==> src/rtl/ccu_pkg.sv <==
// ---------------------------------------------------------------------------
// ccu_pkg
// Shared types and helpers for the CCU snoop path.
//   ace_snoop_req_t   : requester -> snoop master (AC payload/valid, CR/CD ready)
//   ace_snoop_resp_t  : snoop master -> requester (AC ready, CR, CD)
//   ace_domain_mask_t : snoop target mask forwarded with each AC
//   ace_mst_idx_t     : originating master index forwarded with each AC
//   CrDataTransferBit : bit of cr_resp that announces a following CD burst
//   port_idx_width()  : width of a requester index, never less than 1
// ---------------------------------------------------------------------------
package ccu_pkg;

  localparam int unsigned CrDataTransferBit = 0;

  typedef struct packed {
    logic [31:0] addr;
    logic [3:0]  snoop;
    logic [2:0]  prot;
  } ace_ac_chan_t;

  typedef struct packed {
    logic [31:0] data;
    logic        last;
  } ace_cd_chan_t;

  typedef logic [4:0] ace_cr_resp_t;
  typedef logic [2:0] ace_domain_mask_t;
  typedef logic [1:0] ace_mst_idx_t;

  typedef struct packed {
    ace_ac_chan_t ac;
    logic         ac_valid;
    logic         cr_ready;
    logic         cd_ready;
  } ace_snoop_req_t;

  typedef struct packed {
    logic         ac_ready;
    ace_cr_resp_t cr_resp;
    logic         cr_valid;
    ace_cd_chan_t cd;
    logic         cd_valid;
  } ace_snoop_resp_t;

  // A single-port index still needs one bit so that typedefs stay legal
  function automatic int unsigned port_idx_width(input int unsigned n);
    return (n <= 2) ? 1 : $clog2(n);
  endfunction

endpackage

==> src/rtl/ccu_snoop_idx_fifo.sv <==
// ---------------------------------------------------------------------------
// ccu_snoop_idx_fifo
// Small FIFO of requester indices used to remember response ordering.
//   clk, rst   : clock, synchronous active-high reset (empties the FIFO)
//   push, data : enqueue one entry
//   pop        : dequeue the head entry
//   head       : current head entry (valid while !empty)
//   full/empty : occupancy flags
// A push into an empty FIFO only becomes visible on the next cycle, and a
// push together with a pop is accepted even when the FIFO is full.
// ---------------------------------------------------------------------------
module ccu_snoop_idx_fifo #(
  parameter int unsigned Depth = 4,
  parameter int unsigned Width = 1
) (
  input  logic             clk,
  input  logic             rst,
  input  logic             push,
  input  logic [Width-1:0] data,
  input  logic             pop,
  output logic [Width-1:0] head,
  output logic             full,
  output logic             empty
);

  localparam int unsigned AddrW = $clog2(Depth);

  logic [Width-1:0] mem [Depth];
  logic [AddrW:0]   wr_ptr;
  logic [AddrW:0]   rd_ptr;
  logic             do_push;
  logic             do_pop;

  // Pointers carry one wrap bit so full and empty can be told apart
  assign empty   = (wr_ptr == rd_ptr);
  assign full    = (wr_ptr[AddrW] != rd_ptr[AddrW]) &&
                   (wr_ptr[AddrW-1:0] == rd_ptr[AddrW-1:0]);
  assign do_pop  = pop && !empty;
  assign do_push = push && (!full || do_pop);
  assign head    = mem[rd_ptr[AddrW-1:0]];

  // Pointer update; reset drops every stored entry
  always_ff @(posedge clk) begin
    if (rst) begin
      wr_ptr <= '0;
      rd_ptr <= '0;
    end else begin
      if (do_push) wr_ptr <= wr_ptr + 1'b1;
      if (do_pop)  rd_ptr <= rd_ptr + 1'b1;
    end
  end

  // Storage needs no reset, only the pointers decide what is valid
  always_ff @(posedge clk) begin
    if (do_push) mem[wr_ptr[AddrW-1:0]] <= data;
  end

endmodule

==> src/rtl/ccu_snoop_arbiter.sv <==
// ---------------------------------------------------------------------------
// ccu_snoop_arbiter
// Shares one ACE snoop master port between NoPorts snoop requesters.
//   clk_i, rst_i       : clock, synchronous active-high reset
//   slv_snoop_reqs_i   : per-requester AC / cr_ready / cd_ready
//   slv_snoop_resps_o  : per-requester ac_ready / CR / CD
//   slv_masks_i        : per-requester domain mask (qualified by ac_valid)
//   slv_idx_i          : per-requester master index (qualified by ac_valid)
//   mst_snoop_req_o    : shared snoop request toward the crossbar
//   mst_snoop_resp_i   : shared snoop response from the crossbar
//   mst_mask_o         : domain mask of the granted requester
//   mst_idx_o          : master index of the granted requester
// ACs are granted round-robin; the grant order is queued so CRs, and any CD
// bursts announced by them, are steered back to the matching requester.
// ---------------------------------------------------------------------------
module ccu_snoop_arbiter
  import ccu_pkg::*;
#(
  parameter int unsigned NoPorts        = 2,
  parameter int unsigned MaxOutstanding = 4,
  parameter type snoop_req_t   = ccu_pkg::ace_snoop_req_t,
  parameter type snoop_resp_t  = ccu_pkg::ace_snoop_resp_t,
  parameter type domain_mask_t = ccu_pkg::ace_domain_mask_t,
  parameter type mst_idx_t     = ccu_pkg::ace_mst_idx_t
) (
  input  logic         clk_i,
  input  logic         rst_i,
  input  snoop_req_t   slv_snoop_reqs_i  [NoPorts],
  output snoop_resp_t  slv_snoop_resps_o [NoPorts],
  input  domain_mask_t slv_masks_i       [NoPorts],
  input  mst_idx_t     slv_idx_i         [NoPorts],
  output snoop_req_t   mst_snoop_req_o,
  input  snoop_resp_t  mst_snoop_resp_i,
  output domain_mask_t mst_mask_o,
  output mst_idx_t     mst_idx_o
);

  localparam int unsigned IdxW = port_idx_width(NoPorts);
  typedef logic [IdxW-1:0] port_idx_t;

  port_idx_t          rr_ptr;
  port_idx_t          lock_idx;
  port_idx_t          grant;
  port_idx_t          cr_head;
  port_idx_t          cd_head;
  logic               lock_q;
  logic               rst_q;
  logic               blank;
  logic [NoPorts-1:0] ac_valids;
  logic               mst_ac_valid;
  logic               mst_cr_ready;
  logic               mst_cd_ready;
  logic               ac_hs;
  logic               cr_hs;
  logic               cd_hs;
  logic               cr_full;
  logic               cr_empty;
  logic               cd_full;
  logic               cd_empty;
  logic               cr_route;
  logic               cd_route;

  // Valids and readies are held low during reset and for one cycle after it
  assign blank = rst_i || rst_q;

  // Round-robin search starting at rr_ptr; a stalled AC keeps its grant
  always_comb begin
    int  cand;
    logic found;
    cand  = 0;
    found = 1'b0;
    grant = rr_ptr;
    for (int i = 0; i < NoPorts; i++) begin
      ac_valids[i] = slv_snoop_reqs_i[i].ac_valid;
    end
    for (int k = 0; k < NoPorts; k++) begin
      cand = int'(rr_ptr) + k;
      if (cand >= int'(NoPorts)) cand = cand - int'(NoPorts);
      if (!found && ac_valids[cand]) begin
        grant = port_idx_t'(cand);
        found = 1'b1;
      end
    end
    if (lock_q) grant = lock_idx;
  end

  // No new AC once MaxOutstanding ACs are waiting for their CR
  assign mst_ac_valid = ac_valids[grant] && !cr_full && !blank;
  assign ac_hs        = mst_ac_valid && mst_snoop_resp_i.ac_ready;

  // A CR may only complete when its possible CD order entry has room
  assign cr_route     = !cr_empty && !cd_full && !blank;
  assign cd_route     = !cd_empty && !blank;
  assign mst_cr_ready = cr_route && slv_snoop_reqs_i[cr_head].cr_ready;
  assign mst_cd_ready = cd_route && slv_snoop_reqs_i[cd_head].cd_ready;
  assign cr_hs        = mst_cr_ready && mst_snoop_resp_i.cr_valid;
  assign cd_hs        = mst_cd_ready && mst_snoop_resp_i.cd_valid;

  // Grant lock and round-robin pointer
  always_ff @(posedge clk_i) begin
    if (rst_i) begin
      rr_ptr   <= '0;
      lock_q   <= 1'b0;
      lock_idx <= '0;
      rst_q    <= 1'b1;
    end else begin
      rst_q <= 1'b0;
      if (ac_hs) begin
        lock_q <= 1'b0;
        rr_ptr <= (grant == port_idx_t'(NoPorts - 1)) ? '0 : grant + 1'b1;
      end else if (mst_ac_valid) begin
        lock_q   <= 1'b1;
        lock_idx <= grant;
      end
    end
  end

  ccu_snoop_idx_fifo #(
    .Depth (MaxOutstanding),
    .Width (IdxW)
  ) i_cr_order (
    .clk   (clk_i),
    .rst   (rst_i),
    .push  (ac_hs),
    .data  (grant),
    .pop   (cr_hs),
    .head  (cr_head),
    .full  (cr_full),
    .empty (cr_empty)
  );

  ccu_snoop_idx_fifo #(
    .Depth (MaxOutstanding),
    .Width (IdxW)
  ) i_cd_order (
    .clk   (clk_i),
    .rst   (rst_i),
    .push  (cr_hs && mst_snoop_resp_i.cr_resp[CrDataTransferBit]),
    .data  (cr_head),
    .pop   (cd_hs && mst_snoop_resp_i.cd.last),
    .head  (cd_head),
    .full  (cd_full),
    .empty (cd_empty)
  );

  // Shared master request: AC of the granted port, readies of the FIFO heads
  always_comb begin
    mst_snoop_req_o          = '0;
    mst_snoop_req_o.ac       = slv_snoop_reqs_i[grant].ac;
    mst_snoop_req_o.ac_valid = mst_ac_valid;
    mst_snoop_req_o.cr_ready = mst_cr_ready;
    mst_snoop_req_o.cd_ready = mst_cd_ready;
  end

  assign mst_mask_o = slv_masks_i[grant];
  assign mst_idx_o  = slv_idx_i[grant];

  // Per-requester responses; ports other than the selected one see zeros
  always_comb begin
    for (int i = 0; i < NoPorts; i++) begin
      slv_snoop_resps_o[i]          = '0;
      slv_snoop_resps_o[i].ac_ready = mst_ac_valid && mst_snoop_resp_i.ac_ready &&
                                      (grant == port_idx_t'(i));
      if (cr_route && (cr_head == port_idx_t'(i))) begin
        slv_snoop_resps_o[i].cr_valid = mst_snoop_resp_i.cr_valid;
        slv_snoop_resps_o[i].cr_resp  = mst_snoop_resp_i.cr_resp;
      end
      if (cd_route && (cd_head == port_idx_t'(i))) begin
        slv_snoop_resps_o[i].cd_valid = mst_snoop_resp_i.cd_valid;
        slv_snoop_resps_o[i].cd       = mst_snoop_resp_i.cd;
      end
    end
  end

endmodule
==> config.mk <==
export PLATFORM = sky130hd
export DESIGN_NAME = ccu_snoop_arbiter
export DESIGN_NICKNAME = d
export VERILOG_FILES = /design/src/rtl/ccu_pkg.sv /design/src/rtl/ccu_snoop_idx_fifo.sv /design/src/rtl/ccu_snoop_arbiter.sv
export SDC_FILE = /design/constraint.sdc
export NUM_CORES = 1
export LEC_CHECK = 0
export ABC_AREA = 1
export CAP_MARGIN = 20
export CORE_AREA = 5 5 101 103
export CTS_BUF_LIST = sky130_fd_sc_hd__clkbuf_4
export CTS_CLUSTER_SIZE = 40
export DETAILED_ROUTE_END_ITERATION = 16
export DIE_AREA = 0 0 106 108
export PLACE_DENSITY = 0.86
export SYNTH_ARGS = -nofsm -noshare
export SYNTH_HDL_FRONTEND = slang
export SYNTH_SLANG_ARGS = --single-unit
==> constraint.sdc <==
create_clock -name clk_i -period 3.34 [get_ports clk_i]
set_clock_uncertainty 0.1 [all_clocks]
set_input_delay 0.668 -clock clk_i [delete_from_list [all_inputs] [get_ports clk_i]]
set_output_delay 0.668 -clock clk_i [all_outputs]
set_load 0.01 [all_outputs]
==> flow_metrics.py, run 1 <==
metrics = {
    "status": {
        "status": "complete, no violations",
    },
    "synthesis": {
        "ys_seq_area_frac": 0.244,
        "synth_xor_area_frac": 0.0133,
        "synth_compound_area_frac": 0.0324,
        "synthSimpleGateAreaFrac": 0.510,
        "synth_seq_cells": 28,
        "synth.mux.area_fraction": 0,
        "synth_area_per_cell_um2": 5.44,
        "syn_area_um2": 2630,
        "yosysWarnings": 0,
        "synth_nets": 630,
        "synthAdderAreaFrac": 0.0476,
        "synth.distinct_cells": 23,
        "synth_cells": 483,
        "synth_top_family_by_area": "simple AND/OR/NAND/NOR gates",
    },
    "clock_tree": {
        "cts_tree": "done",
        "cts_root_buffer": "clkbuf_4",
        "htreeDepth": 1,
        "worstSkewPairLatency_ns": 0.33,
        "cts_sinks": 28,
        "cts_buffers": 3,
        "clockBufferDepth": 2,
        "path_clk_slew_ns": 0.14,
        "post_cts_buffers": 0,
    },
    "placement": {
        "place_ws_ns": 0.0369,
        "dp_hpwl_mm": 10.3,
        "globalplace.congestion": 0.928,
        "placed_cells": 849,
        "numPortBuffers": 265,
    },
    "global_route": {
        "grt_start_max_net_pins": 35,
        "grt_pass1_vias": 3789,
        "busiest_layer": "met2",
        "grt_pass1_wl_mm": 18.0,
        "grt_use_met2": 0.395,
        "use_met1": 0.170,
        "antenna_found_initial": 0,
        "grt_use_total": 0.194,
        "grt-ovfl-total": 0,
        "use_met3": 0.0896,
    },
    "die": {
        "rows": 35,
        "io-pin-count": 266,
        "fp.dieArea_um2": 11400,
        "start_util": 0.288,
        "die_h_um": 108,
        "coreArea_um2": 9110,
        "die_x_um": 106,
    },
    "detailed_routing": {
        "via_per_inst": 4.42,
        "drt-pass1-iter-count": 4,
        "drtAntennaViolNets": 0,
        "drc_errors": 0,
        "first_iter_violations": 105,
        "num_vias": 3768,
        "drt_wl_total_mm": 11.8,
        "wl_per_cell_um": 13.9,
    },
    "sta": {
        "slew_headroom": 0.797,
        "period_needed_ns": 3.19,
        "rsz0062_at_grt": "no",
        "worst_slack_ns": 0.151,
        "min_period_over_period": 0.955,
        "tns_ns": 0,
        "tightestPinTransition_ns": 0.303,
        "max_freq_ghz": 0.314,
        "drv_slew": 0,
        "finalHoldViolCount": 0,
        "setup_viol": 0,
    },
    "critical_path": {
        "critPathMaxStageDelay_ns": 0.56,
        "criticalPathCategory": "primary input to output pin",
        "cp_slowest_cell": "clkdlybuf4s50_1",
        "cp.arrival_ns": 2.42,
        "path_max_fanout": 6,
        "start_kind": "primary input",
        "required_ns": 2.57,
        "end_kind": "output pin",
        "critical_path.cell_chain": "clkdlybuf4s50_1 > inv_1 > o21ai_1 > nand2_1 > nand2_2 > nand2_1 > nand4_1 > nor2_2 > clkdlybuf4s50_1",
    },
    "final_layout": {
        "finalNonFillerCells": 853,
        "area_delta_synth_final_pct": 110,
        "insertedDiodeCount": 0,
        "drive_gt1_frac": 0.0431,
        "nNetsFinal": 890,
    },
    "power": {
        "cellLeakagePower_nw": 2.65,
        "peakVddDrop_mv": 0.249,
        "p_total_mw": 1.07,
        "power.density_nw_per_um2": 194,
    },
    "worst_hold_path": {
        "hold_path_class": "flip-flop to flip-flop",
    },
    "flow_run": {
        "drv_cap": 0,
    },
}
[cells in the final DEF, fill, tap and decap left out]
| cell | Yosys | final |
|---|---|---|
| clkdlybuf4s50_1 | 0 | 263 |
| clkbuf_4 | 0 | 3 |
| nand2_2 | 4 | 4 |
| nand4_1 | 5 | 5 |
| buf_4 | 4 | 5 |
| nor2_8 | 1 | 1 |
| nand3_1 | 11 | 11 |
| o21ai_0 | 2 | 2 |
| buf_12 | 0 | 4 |
| nor2_1 | 103 | 103 |
| o21ai_1 | 4 | 4 |
| nand3_4 | 2 | 2 |
| buf_8 | 0 | 1 |
| edfxtp_1 | 8 | 8 |
| inv_1 | 74 | 74 |
| nand3_2 | 2 | 2 |
| inv_2 | 5 | 5 |
| nand2_1 | 190 | 190 |
| nor2_2 | 3 | 3 |
| bufinv_16 | 0 | 1 |
| nor2_4 | 1 | 1 |
| dfxtp_1 | 20 | 20 |
| xor2_1 | 4 | 4 |
| a21oi_1 | 11 | 11 |
| ha_1 | 10 | 10 |
| nand3b_1 | 3 | 3 |
| dlymetal6s2s_1 | 0 | 2 |
[layer usage]
| metal | vias up | share of wire |
|---|---|---|
| met1 | 1634 | 0.33 |
| met2 | 186 | 0.53 |
| met5 | - | 0 |
| met4 | 0 | 0.024 |
| met3 | 16 | 0.12 |
| li1 | 1932 | - |
[critical path, delay by kind of cell]
kind	cells	cell delay, ns
AND/OR/NAND/NOR	5	0.67
AO/OA/AOI/OAI	1	0.06
buffers and inverters	3	1.02
[power by group]
| part | switching (mW) | leakage, nW | total (mW) | internal (mW) |
|---|---|---|---|---|
| Clock | 0.0994 | 0.0279 | 0.221 | 0.121 |
| Sequential | 0.00374 | 0.234 | 0.358 | 0.354 |
| Combinational | 0.196 | 2.39 | 0.490 | 0.294 |
[worst paths after layout]
path,startpoint,to,slack (ns),cells after the start
max,slv_snoop_reqs_i[2],slv_snoop_resps_o[40],0.15,9
min reg2reg,lock_q,lock_q,0.41,2
max reg2reg,i_cr_order.wr_ptr[0],i_cr_order.mem[1],1.55,9
min,lock_q,lock_q,0.41,2
[cell usage after synthesis]
cell type / n / share of area
a21oi_1: 11 / 0.021
buf_2: 12 / 0.023
buf_4: 4 / 0.011
clkbuf_1: 4 / 0.0057
dfxtp_1: 20 / 0.15
edfxtp_1: 8 / 0.091
ha_1: 10 / 0.048
inv_1: 74 / 0.11
inv_2: 5 / 0.0071
nand2_1: 190 / 0.27
nand2_2: 4 / 0.0095
nand3_1: 11 / 0.021
nand3_2: 2 / 0.0076
nand3_4: 2 / 0.013
nand3b_1: 3 / 0.0086
nand4_1: 5 / 0.012
nor2_1: 103 / 0.15
nor2_2: 3 / 0.0071
nor2_4: 1 / 0.0043
nor2_8: 1 / 0.0076
o21ai_0: 2 / 0.0038
o21ai_1: 4 / 0.0076
xor2_1: 4 / 0.013
[layout make-up]
cell class	instances	area, um^2
Clock buffer	3	22.5
Clock inverter	1	30.0
Fill cell	794	3610
Inverter	79	297
Multi-Input combinational cell	356	1580
Sequential cell	28	641
Tap cell	111	139
Timing Repair Buffer	275	2790
[through the flow]
| step | hold slack [ns] | utilization | cell area, um^2 |
|---|---|---|---|
| final | 0.412 | 0.604 | 5500 |
| after floorplan | 0.348 | - | 2630 |
| after global placement | 0.370 | 0.597 | 5440 |
| after CTS | 0.397 | 0.603 | 5490 |
| after detailed placement | 0.377 | 0.597 | 5440 |
| after global routing | 0.442 | 0.604 | 5500 |
[what timing repair did]
action                     CTS  global route
gates resized for setup      0             4
setup endpoints to repair    0            35
hold buffers                 0             0
[kinds of logic after synthesis]
logic type,after synthesis
AOI/OAI and AO/OA,17
and+or+nand+nor,325
adders and majority gates,10
DFF,28
xor gates and xnor gates,4
buffers and inverters,99
Note: power is estimated with default switching activity, not from simulation.
==> run 2, diff against run 1 <==
==> constraint.sdc (replaced) <==
create_clock -name clk_i -period 3.34 [get_ports clk_i]
set_clock_uncertainty 0.1 [all_clocks]
set_input_delay 0.668 -clock clk_i [delete_from_list [all_inputs] [get_ports clk_i]]
set_output_delay 0.668 -clock clk_i [all_outputs]
set_load 0.02 [all_outputs]
==> flow_metrics.py, run 2 (same netlist as run 1, synthesis figures left out) <==
metrics = {
    "sta": {
        "max_freq_ghz": 0.310,
        "rsz0062_at_grt": "no",
        "worst_slack_ns": 0.117,
        "slew_headroom": 0.811,
        "tightestPinTransition_ns": 0.283,
        "period_needed_ns": 3.22,
        "finalHoldViolCount": 0,
        "tns_ns": 0,
        "min_period_over_period": 0.965,
        "setup_viol": 0,
        "drv_slew": 0,
        "whs_ns": 0.413,
    },
    "critical_path": {
        "crit_path_start": "rst_i",
        "required_ns": 2.57,
        "r2r_slack_ns": 1.57,
        "critPathMaxStageDelay_ns": 0.62,
        "cp_slowest_cell": "clkdlybuf4s50_1",
        "end_kind": "output pin",
        "start_kind": "primary input",
        "reg2reg_from": "i_cr_order.wr_ptr[0]",
        "cp.arrival_ns": 2.46,
        "criticalPathCategory": "primary input to output pin",
        "timing.rr.end": "i_cr_order.mem[0]",
        "cp_common_cell": "clkdlybuf4s50_1",
        "critPathTopFamily": "buffers and inverters",
        "r2r_cells": 9,
        "critical_path_buf_inv_count": 4,
        "critical_path.cell_chain": "clkdlybuf4s50_1 > nor2_2 > buf_4 > nand3_4 > inv_1 > nand2_1 > nor2_1 > clkdlybuf4s50_1",
        "path_max_fanout": 6,
    },
    "worst_hold_path": {
        "hold_path_depth": 2,
        "min_to": "lock_q",
        "hold_path_class": "flip-flop to flip-flop",
        "hold_start": "lock_q",
    },
    "clock_tree": {
        "cts_root_buffer": "clkbuf_4",
        "clockBufferDepth": 2,
        "cts_resized": 0,
        "ctsHoldBuffers": 0,
        "cts_tree": "done",
        "worstSkewPairLatency_ns": 0.33,
        "cts_buffers": 3,
        "post_cts_buffers": 0,
        "htreeDepth": 1,
        "cts_sinks": 28,
        "path_clk_slew_ns": 0.15,
    },
    "final_layout": {
        "nNetsFinal": 896,
        "drive_gt1_frac": 0.0561,
        "layout_commonest_cell": "clkdlybuf4s50_1",
        "area_delta_synth_final_pct": 115,
        "mostFrequentLayoutCells": "213 x clkdlybuf4s50_1, 190 x nand2_1, 103 x nor2_1",
        "fin_util": 0.621,
        "fillers": 742,
        "insertedDiodeCount": 0,
    },
    "detailed_routing": {
        "num_vias": 3822,
        "drtAntennaViolNets": 0,
        "drt_wl_total_mm": 11.8,
        "first_iter_violations": 181,
        "wl_per_cell_um": 13.7,
        "drt-pass1-iter-count": 5,
        "drc_errors": 0,
        "via_per_inst": 4.45,
    },
    "global_route": {
        "grt_use_met2": 0.380,
        "use_met3": 0.0746,
        "grt_pass1_vias": 3764,
        "busiest_layer": "met2",
        "antenna_found_initial": 0,
        "grt-ovfl-total": 0,
        "use_met1": 0.178,
        "grt_start_max_net_pins": 35,
        "grt_use_total": 0.189,
        "grt_pass1_wl_mm": 17.6,
    },
    "placement": {
        "dp_hpwl_mm": 10.1,
        "globalplace.congestion": 0.957,
        "place_ws_ns": 0.0343,
        "numPortBuffers": 265,
    },
    "flow_run": {
        "drv_cap": 0,
    },
    "die": {
        "io-pin-count": 266,
        "start_util": 0.288,
        "die_x_um": 106,
        "fp.dieArea_um2": 11400,
        "coreArea_um2": 9110,
        "die_h_um": 108,
        "rows": 35,
    },
    "power": {
        "peakVddDrop_mv": 0.149,
        "power.density_nw_per_um2": 196,
        "cellLeakagePower_nw": 3.18,
    },
    "status": {
        "status": "complete, no violations",
    },
}
[run 2: how the worst max path moves through the flow]
stage	end	depth (start not counted)
final	slv_snoop_resps_o[39]	8
after global routing	slv_snoop_resps_o[78]	8
after CTS	mst_snoop_req_o[10]	9
after detailed placement	mst_snoop_req_o[10]	9
after global placement	mst_snoop_req_o[41]	9
after floorplan	slv_snoop_resps_o[10]	7
[run 2: worst min-delay path, delay by kind of cell (launching register included)]
kind	cells	cell delay (ns)
flip-flops	1	0.36
AND/OR/NAND/NOR	1	0.07
AO/OA/AOI/OAI	1	0.06
[run 2: routing by layer]
layer | share of wire | routed length, um | up-vias
met1 | 0.33 | 3900 | 1666
li1 | - | - | 1948
met4 | 0.018 | 216 | 0
met5 | 0 | 0 | -
met2 | 0.54 | 6310 | 194
met3 | 0.11 | 1330 | 14
[run 2: power by group]
group / leakage, nW / internal, mW / switching [mW]
Combinational: 2.91 / 0.287 / 0.242
Clock: 0.0279 / 0.121 / 0.0999
Sequential: 0.234 / 0.354 / 0.00369
Total: 3.18 / 0.763 / 0.345
[run 2: layout make-up]
class / count / area, um^2 / share of cell area
well taps: 111 / 139 / 0.0245
multi-input cells: 356 / 1580 / 0.280
inverters: 79 / 297 / 0.0524
clock buffers: 3 / 22.5 / 0.00398
repair buffers: 281 / 2950 / 0.521
flip-flops and latches: 28 / 641 / 0.113
clock inverters: 1 / 30.0 / 0.00531
[run 2: stage by stage]
step / power [mW] / instance area (um^2) / cells
3_3_place_gp: 0.902 / 5490 / 855
2_1_floorplan: 0.574 / 2630 / 483
5_1_grt: 1.17 / 5660 / 859
3_5_place_dp: 0.906 / 5490 / 855
6_report: 1.11 / 5660 / 859
4_1_cts: 1.13 / 5540 / 859
==> run 3, diff against run 2 <==
--- a/config.mk
+++ b/config.mk
@@ -7,12 +7,13 @@
 export LEC_CHECK = 0
 export ABC_AREA = 1
 export CAP_MARGIN = 20
-export CORE_AREA = 5 5 101 103
+export CORE_ASPECT_RATIO = 0.6
+export CORE_MARGIN = 5
+export CORE_UTILIZATION = 33
 export CTS_BUF_LIST = sky130_fd_sc_hd__clkbuf_4
 export CTS_CLUSTER_SIZE = 40
 export DETAILED_ROUTE_END_ITERATION = 16
-export DIE_AREA = 0 0 106 108
-export PLACE_DENSITY = 0.86
+export PLACE_DENSITY = 0.95
 export SYNTH_ARGS = -nofsm -noshare
 export SYNTH_HDL_FRONTEND = slang
 export SYNTH_SLANG_ARGS = --single-unit
==> flow_metrics.py, run 3 (same netlist as run 1, synthesis figures left out) <==
metrics = {
    "global_route": {
        "antenna_found_initial": 0,
        "grt_pass1_wl_mm": 18.6,
        "grt_pass1_vias": 3766,
        "grt_start_max_net_pins": 44,
        "grt_use_total": 0.231,
        "grt-ovfl-total": 0,
    },
    "detailed_routing": {
        "num_vias": 3840,
        "drt-pass1-iter-count": 4,
        "wl_per_cell_um": 14.9,
        "via_per_inst": 4.49,
        "drtAntennaViolNets": 0,
        "first_iter_violations": 132,
        "drc_errors": 0,
        "drt_wl_total_mm": 12.8,
    },
    "sta": {
        "period_needed_ns": 3.24,
        "finalHoldViolCount": 0,
        "tns_ns": 0,
        "tightestPinTransition_ns": 0.319,
        "setup_viol": 0,
        "min_period_over_period": 0.969,
        "slew_headroom": 0.787,
        "max_freq_ghz": 0.309,
        "drv_slew": 0,
        "worst_slack_ns": 0.105,
        "rsz0062_at_grt": "no",
    },
    "clock_tree": {
        "cts_root_buffer": "clkbuf_4",
        "ctsHoldBuffers": 0,
        "post_cts_buffers": 0,
        "cts_sinks": 28,
        "clockBufferDepth": 2,
        "cts_buffers": 3,
        "cts_tree": "done",
        "cts_resized": 32,
        "path_clk_slew_ns": 0.16,
        "htreeDepth": 1,
        "worstSkewPairLatency_ns": 0.34,
    },
    "final_layout": {
        "layout_commonest_cell": "nand2_1",
        "drive_gt1_frac": 0.0509,
        "fillers": 610,
        "nNetsFinal": 895,
        "mostFrequentLayoutCells": "190 x nand2_1, 189 x clkdlybuf4s50_1, 103 x nor2_1",
        "area_delta_synth_final_pct": 112,
        "fin_area_um2": 5580,
        "insertedDiodeCount": 0,
    },
    "die": {
        "start_util": 0.336,
        "io-pin-count": 266,
        "die_h_um": 79.1,
        "fp.dieArea_um2": 9900,
        "die_x_um": 125,
        "coreArea_um2": 7820,
        "rows": 25,
    },
    "critical_path": {
        "path_max_fanout": 34,
        "critical_path_buf_inv_count": 4,
        "start_kind": "primary input",
        "criticalPathCategory": "primary input to output pin",
        "end_kind": "output pin",
        "critPathMaxStageDelay_ns": 0.63,
        "required_ns": 2.57,
        "cp_slowest_cell": "clkdlybuf4s50_1",
        "critPathTopFamily": "buffers and inverters",
        "cp.arrival_ns": 2.47,
        "cp_common_cell": "clkdlybuf4s50_1",
        "critical_path.cell_chain": "clkdlybuf4s50_1 > nor2_2 > nand2_1 > inv_2 > nand2_2 > buf_12 > nor2_1 > clkdlybuf4s50_1",
    },
    "power": {
        "cellLeakagePower_nw": 3.39,
        "power.density_nw_per_um2": 196,
        "p_total_mw": 1.09,
        "peakVddDrop_mv": 0.135,
    },
    "placement": {
        "globalplace.congestion": 0.925,
        "numPortBuffers": 265,
        "place_ws_ns": -0.0548,
        "dp_hpwl_mm": 10.4,
        "dpl_cell_area_um2": 5460,
    },
    "flow_run": {
        "drv_cap": 0,
    },
    "status": {
        "status": "complete, no violations",
    },
    "worst_hold_path": {
        "hold_path_class": "flip-flop to flip-flop",
    },
}
[run 3: cell count changes in the layout (fill, tap and decap cells not counted)]
cell,change
buf_4,-2
dlymetal6s2s_1,-5
clkdlybuf4s50_1,-24
dlygate4sd2_1,+32
buf_12,-2
[run 3: worst paths after layout]
path                                      startpoint                     to  slack, ns  cells after the start
worst max-delay path                           rst_i  slv_snoop_resps_o[45]       0.10                      8
worst min register to register                lock_q                 lock_q       0.42                      2
worst min-delay path                          lock_q                 lock_q       0.42                      2
worst max register to register  i_cr_order.wr_ptr[0]      i_cr_order.mem[0]       1.52                      9
[run 3: cell type report]
class,count,area (um^2),share of cell area
clock inverters,1,30.0,0.00538
well taps,108,135,0.0242
repair buffers,280,2870,0.514
flip-flops and latches,28,641,0.115
inverters,79,297,0.0532
clock buffers,3,22.5,0.00404
multi-input cells,356,1580,0.284
[run 3: worst register-to-register path, cell delays in order (launching register included)]
cell,delay [ns]
dfxtp_1,0.46
inv_1,0.12
nand2_1,0.07
nand2_1,0.08
nand3_1,0.09
nand2_1,0.09
inv_1,0.06
nand4_1,0.15
buf_4,0.23
nor2_1,0.11
[run 3: per-layer routing]
metal / GRT usage / share of wire
met3: 0.0927 / 0.095
met1: 0.241 / 0.37
met2: 0.430 / 0.51
met4: 0.0682 / 0.022
met5: 0 / 0
[run 3: power breakdown]
| group | total (mW) | internal, mW | switching (mW) | leakage, nW |
|---|---|---|---|---|
| Clock | 0.225 | 0.121 | 0.104 | 0.0279 |
| Sequential | 0.358 | 0.354 | 0.00404 | 0.234 |
| Combinational | 0.511 | 0.263 | 0.249 | 3.13 |
[run 3: stage by stage]
step / hold WS, ns / std cells / util
6_report: 0.423 / 855 / 0.713
5_1_grt: 0.455 / 855 / 0.713
4_1_cts: 0.416 / 855 / 0.699
3_5_place_dp: 0.395 / 851 / 0.698
3_3_place_gp: 0.373 / 851 / 0.698
2_1_floorplan: 0.348 / 483 / -
